### src/rtl/llc_fill_ctrl_pkg.sv
// LLC miss-handling shared definitions.
// Line geometry, fill FSM states and memory command bundle.
package llc_fill_ctrl_pkg;

  localparam int LLC_ADDR_W   = 32;
  localparam int LLC_OFFSET_W = 6;
  localparam int LINE_BYTES   = 1 << LLC_OFFSET_W;

  typedef enum logic [2:0] {
    S_IDLE,
    S_WB_CMD,
    S_WB_FETCH,
    S_WB_SEND,
    S_RD_CMD,
    S_RD_DATA,
    S_DONE
  } fill_state_e;

  typedef struct packed {
    logic                  write;
    logic [LLC_ADDR_W-1:0] addr;
  } mem_cmd_t;

  function automatic logic [LLC_ADDR_W-1:0] line_addr(
    input logic [LLC_ADDR_W-1:0] a
  );
    return {a[LLC_ADDR_W-1:LLC_OFFSET_W], {LLC_OFFSET_W{1'b0}}};
  endfunction

endpackage

### src/rtl/llc_fill_ctrl.sv
// LLC fill controller: optional victim writeback, then line fetch
// and byte-wise fill into the array over a byte-wide memory bus.
module llc_fill_ctrl
  import llc_fill_ctrl_pkg::*;
#(
  parameter int ADDR_W   = LLC_ADDR_W,
  parameter int OFFSET_W = LLC_OFFSET_W,
  parameter int DATA_W   = 8
) (
  input  logic                clk,
  input  logic                reset,
  input  logic                miss_valid,
  output logic                miss_ready,
  input  logic [ADDR_W-1:0]   miss_addr,
  input  logic                wb_needed,
  input  logic [ADDR_W-1:0]   wb_addr,
  output logic                ev_rd_en,
  output logic [OFFSET_W-1:0] ev_rd_offset,
  input  logic [DATA_W-1:0]   ev_rd_data,
  output logic                fill_we,
  output logic [OFFSET_W-1:0] fill_offset,
  output logic [DATA_W-1:0]   fill_data,
  output logic                fill_done,
  output logic [ADDR_W-1:0]   fill_addr,
  output logic                mem_cmd_valid,
  input  logic                mem_cmd_ready,
  output logic                mem_cmd_write,
  output logic [ADDR_W-1:0]   mem_cmd_addr,
  output logic                mem_wdata_valid,
  input  logic                mem_wdata_ready,
  output logic [DATA_W-1:0]   mem_wdata,
  input  logic                mem_rdata_valid,
  input  logic [DATA_W-1:0]   mem_rdata,
  output logic                busy,
  output logic                err
);

  localparam logic [OFFSET_W-1:0] LAST = '1;

  fill_state_e         r_state;
  logic [OFFSET_W-1:0] r_beat;
  logic [ADDR_W-1:0]   r_miss_line;
  mem_cmd_t            r_cmd;
  logic [DATA_W-1:0]   r_hold;
  logic                r_miss_ready;
  logic                r_cmd_valid;
  logic                r_ev_rd_en;
  logic                r_wvalid;
  logic                r_fill_we;
  logic [OFFSET_W-1:0] r_fill_offset;
  logic [DATA_W-1:0]   r_fill_data;
  logic                r_fill_done;
  logic [ADDR_W-1:0]   r_fill_addr;
  logic                r_err;
  logic                w_last;

  assign w_last = (r_beat == LAST);

  always_ff @(posedge clk) begin
    if (!reset) begin
      r_state       <= S_IDLE;
      r_beat        <= '0;
      r_miss_line   <= '0;
      r_cmd         <= '0;
      r_hold        <= '0;
      r_miss_ready  <= 1'b1;
      r_cmd_valid   <= 1'b0;
      r_ev_rd_en    <= 1'b0;
      r_wvalid      <= 1'b0;
      r_fill_we     <= 1'b0;
      r_fill_offset <= '0;
      r_fill_data   <= '0;
      r_fill_done   <= 1'b0;
      r_fill_addr   <= '0;
      r_err         <= 1'b0;
    end else begin
      r_ev_rd_en  <= 1'b0;
      r_fill_we   <= 1'b0;
      r_fill_done <= 1'b0;
      // Read beats are only legal while streaming the fill.
      if (mem_rdata_valid && r_state != S_RD_DATA)
        r_err <= 1'b1;
      unique case (r_state)
        S_IDLE: begin
          if (miss_valid) begin
            r_miss_line  <= line_addr(miss_addr);
            r_miss_ready <= 1'b0;
            r_cmd_valid  <= 1'b1;
            if (wb_needed) begin
              r_state <= S_WB_CMD;
              r_cmd   <= '{write: 1'b1, addr: line_addr(wb_addr)};
            end else begin
              r_state <= S_RD_CMD;
              r_cmd   <= '{write: 1'b0, addr: line_addr(miss_addr)};
            end
          end
        end
        S_WB_CMD: begin
          if (mem_cmd_ready) begin
            r_cmd_valid <= 1'b0;
            r_beat      <= '0;
            r_ev_rd_en  <= 1'b1;
            r_state     <= S_WB_FETCH;
          end
        end
        S_WB_FETCH: begin
          r_hold   <= ev_rd_data;
          r_wvalid <= 1'b1;
          r_state  <= S_WB_SEND;
        end
        S_WB_SEND: begin
          if (mem_wdata_ready) begin
            r_wvalid <= 1'b0;
            if (w_last) begin
              r_cmd       <= '{write: 1'b0, addr: r_miss_line};
              r_cmd_valid <= 1'b1;
              r_state     <= S_RD_CMD;
            end else begin
              r_beat     <= r_beat + 1'b1;
              r_ev_rd_en <= 1'b1;
              r_state    <= S_WB_FETCH;
            end
          end
        end
        S_RD_CMD: begin
          if (mem_cmd_ready) begin
            r_cmd_valid <= 1'b0;
            r_beat      <= '0;
            r_state     <= S_RD_DATA;
          end
        end
        S_RD_DATA: begin
          if (mem_rdata_valid) begin
            r_fill_we     <= 1'b1;
            r_fill_offset <= r_beat;
            r_fill_data   <= mem_rdata;
            if (w_last) begin
              r_fill_done <= 1'b1;
              r_fill_addr <= r_miss_line;
              r_state     <= S_DONE;
            end else begin
              r_beat <= r_beat + 1'b1;
            end
          end
        end
        S_DONE: begin
          r_fill_addr  <= '0;
          r_beat       <= '0;
          r_miss_ready <= 1'b1;
          r_state      <= S_IDLE;
        end
        default: r_state <= S_IDLE;
      endcase
    end
  end

  assign miss_ready      = r_miss_ready;
  assign ev_rd_en        = r_ev_rd_en;
  assign ev_rd_offset    = r_beat;
  assign fill_we         = r_fill_we;
  assign fill_offset     = r_fill_offset;
  assign fill_data       = r_fill_data;
  assign fill_done       = r_fill_done;
  assign fill_addr       = r_fill_addr;
  assign mem_cmd_valid   = r_cmd_valid;
  assign mem_cmd_write   = r_cmd.write;
  assign mem_cmd_addr    = r_cmd.addr;
  assign mem_wdata_valid = r_wvalid;
  assign mem_wdata       = r_hold;
  assign busy            = (r_state != S_IDLE);
  assign err             = r_err;

endmodule

### config.mk
export PLATFORM = sky130hd
export DESIGN_NAME = llc_fill_ctrl
export DESIGN_NICKNAME = d
export VERILOG_FILES = /design/src/rtl/llc_fill_ctrl_pkg.sv /design/src/rtl/llc_fill_ctrl.sv
export SDC_FILE = /design/constraint.sdc
export NUM_CORES = 1
export LEC_CHECK = 0
export BUFFER_PORTS_ARGS = -buffer_cell sky130_fd_sc_hd__buf_4
export CORE_UTILIZATION = 45
export CTS_CLUSTER_SIZE = 12
export DETAILED_ROUTE_END_ITERATION = 12
export PLACE_DENSITY = 0.85
export SLEW_MARGIN = 15
export SYNTH_ARGS = -nofsm -noshare
export SYNTH_HDL_FRONTEND = slang
export SYNTH_SLANG_ARGS = --single-unit
### constraint.sdc
create_clock -name clk -period 1.8 [get_ports clk]
set_input_delay 0.45 -clock clk [delete_from_list [all_inputs] [get_ports clk]]
set_output_delay 0.45 -clock clk [all_outputs]
set_load 0.1 [all_outputs]
==> results_dict.tcl <==
set metrics [dict create \
    clkPwrFrac_pct 27.7 \
    die-width_um 110.7 \
    p_sw_share_pct 44.86 \
    dp.cells 926 \
    rows 39 \
    seqPwrFrac_pct 26.8 \
    grt_max_degree 55 \
    instances_no_fill 963 \
    critPathLaunchType "flip-flop" \
    postRouteAntennaNets 0 \
    synth_top_area_cell "dfxtp_1" \
    slew_violations 0 \
    crit_chain "buf_12 > nor3_4 > inv_2 > buf_12" \
    arrival_ns 1.31 \
    fin_util_pct 65.22 \
    worstSetupEndpointType "output pin" \
    io_buffers 163 \
    power_switching_mw 5.627 \
    async_reset_ff_share_pct 0 \
    fmax_mhz 567.5 \
    rsz0062_at_grt "yes" \
    diodes 0 \
    status "complete, no violations" \
    synth_area_um2 5320 \
    drv_cap 0 \
    layout_setup_ws_ns 0.03783 \
    crit_family "buffers and inverters" \
    path_max_fanout 5 \
    preCtsSetupSlack_ns 0.07536 \
    crit_path_frequent_cell "buf_12" \
    drt_pass1_iterations 6 \
    ys_seq_area_share_pct 44.03 \
    min_path_type "in2reg" \
    post-route-drc-count 0 \
    synth_edf_count 0 \
    core_area_um2 11470 \
    combPwrFrac_pct 45.6 \
    max_stage_delay_ns 0.36 \
    ff2ff_setup_slack_ns 0.09 \
    synth.top_cells.by_area "dfxtp_1, nand2_1, a21boi_0" \
    finalSetupTns_ns 0 \
    dieHeight_um 110.7 \
    finalNetCount 896 \
    ys.flop_type "dfxtp_1" \
    start_util_pct 46.39 \
    antenna_found_initial 0 \
    die_area_um2 12260 \
    cts.clk_slew.worst_paths_ns 0.05 \
    grt_pass1_vias 4634 \
    worst_path_max_delay_cell "dfxtp_4" \
    finalSetupViolCount 0 \
    cts_max_level 4 \
    p_per_area_nw_per_um2 1677 \
    maxSlewHeadroom_pct 62.75 \
    cts_tree "built" \
    ff2ff_path_depth 7 \
    area_growth_pct 40.57 \
    clockBufferDepth 2 \
    reg2reg_from "r_state[0]" \
    hold_ws_ns 0.2997 \
    placed_area_um2 6768 \
    clock_latency_ns 0.41 \
    routedWlPerCell_um 14.78 \
    period_share_pct 97.90 \
    grt_overflow 0 \
    routed_wl_um 14230 \
    via_count 4901 \
    clkSinkCount 117 \
    drtIter0Drc 237 \
    synth_cell_types 45 \
    min_period_ns 1.762 \
    gp_congestion 0.8071 \
    synth_top_area_share_pct 44.03 \
    vias_per_cell 5.089 \
    grt_pass1_wl_um 22540 \
    root_buffer "clkbuf_16" \
    clock_skew_ns 0.006165 \
    power.total_mw 12.54 \
    dpl.hpwl_um 9420 \
    syn_inst 646 \
    ys_warn_count 0 \
    max-vdd-ir-drop_mv 1.172 \
    intPower_mw 6.917 \
    stdcell_area_um2 7478 \
    final_layout_size_suffix_gt1_share_pct 32.80 \
    tightestPinTransition_ns 0.5588 \
    cp-startpoint "r_state[1]" \
    fill_cells 987 \
    hold_viol_final 0 \
    cp_data_required_time_ns 1.35 \
    rr_endpoint "fill_addr[30]" \
    synth_seq_cells 117 \
    grt.total_usage_pct 22.74 \
    setup.worst_path.class "reg2out" \
    cts_buffers 17 \
    cp.buffers_inverters 3 \
    p_leak_nw 3.172 \
    crit_end "busy" \
    crit_cells 4 \
    synth_area_per_cell_um2 8.235 \
    ioPinCount 188 \
]
## worst min path at each step
stage	startpoint	end	slack, ns	cells after the start
floorplan	r_miss_line[30]	fill_addr[30]	0.44	2
global placement	mem_cmd_write	mem_cmd_write	0.45	2
detailed placement	mem_cmd_write	mem_cmd_write	0.45	2
CTS	miss_addr[13]	r_miss_line[13]	0.29	3
global route	miss_addr[13]	r_miss_line[13]	0.29	3
finish	ev_rd_data[1]	mem_wdata[1]	0.30	3
## cells in the final DEF, fill, tap and decap left out, types with 5 or more instances in the layout
master | Yosys | final
dfxtp_4 | 0 | 8
buf_4 | 15 | 186
and2_1 | 6 | 6
mux2i_1 | 28 | 28
a21oi_2 | 20 | 20
o21ai_1 | 5 | 5
o21ai_0 | 40 | 40
conb_1 | 1 | 12
nand2_1 | 153 | 153
buf_12 | 2 | 10
dfxtp_1 | 117 | 108
o211ai_1 | 26 | 26
a21oi_1 | 14 | 14
a31oi_1 | 5 | 5
nor2_1 | 39 | 39
inv_1 | 7 | 6
clkbuf_16 | 0 | 19
a21boi_0 | 47 | 47
nand3_1 | 32 | 32
## flip-flops by register name (all words and copies together) (netlist names)
signal,flops
r_miss_line,26
mem_wdata_valid,1
fill_we,1
err,1
miss_ready,1
ev_rd_offset,6
mem_cmd_addr,26
fill_addr,26
r_state,3
fill_offset,6
fill_done,1
mem_cmd_valid,1
mem_wdata,8
ev_rd_en,1
fill_data,8
mem_cmd_write,1
## synthesized netlist by cell type, types with 3 or more instances
cell type and n:
a21oi_1 14, and4b_1 3, o22ai_1 4, nand3_1 32, or2_2 3, nand2b_1 4, a21boi_0 47, inv_1 7
buf_4 15, dfxtp_1 117, o211ai_1 26, a21oi_2 20, clkbuf_1 31, nand2_1 153, a31oi_1 5, buf_2 14
o21ai_0 40, mux2i_1 28, o21ai_1 5, and2_1 6, nor2_1 39, nor2b_1 3
## tightest hold or removal path, stage by stage
cell and delay, ns:
buf_4 0.11, nand2_1 0.04, a21boi_0 0.06
## timing repair
item,4_1_cts,5_1_grt
pin swaps,1,1
gates resized for setup,8,3
hold buffers,0,0
buffers inserted,1,5
cloned,0,1
setup endpoints to repair,1,2
## logic make-up after synthesis
family | share of synthesized area (%)
compound gates | 22.13
flops | 44.03
fa+ha+maj | 0.4233
simple gates | 20.65
buf+inv | 7.432
other cells | 0.07049
mux | 5.268
## power by group through the flow
stage / Clock [mW] / Combinational, mW / Sequential (mW)
floorplan: 0 / 1.89 / 5.57
finish: 3.47 / 5.72 / 3.36
CTS: 3.52 / 5.68 / 3.35
detailed placement: 0 / 5.55 / 3.38
global route: 3.66 / 6.00 / 3.42
global placement: 0 / 5.50 / 3.36
## routing by layer
layer	part of all wire (%)	wire length, µm	track usage [%]	vias up
met5	0	0	0	-
met4	1.8	260	8.889	0
met3	4.6	651	5.249	20
met2	50	7143	38.84	117
met1	43	6176	27.64	2258
li1	-	-	-	2506
## cell type report
class / count / area (µm²) / share of cell area [%]
Multi-Input combinational cell: 467 / 2650 / 35.44
Sequential cell: 117 / 2374 / 31.74
Timing Repair Buffer: 198 / 1633 / 21.83
Clock buffer: 20 / 467.9 / 6.257
Tap cell: 143 / 178.9 / 2.393
Clock inverter: 11 / 148.9 / 1.991
Inverter: 7 / 26.28 / 0.3513
(Power assumes the default switching activity.)
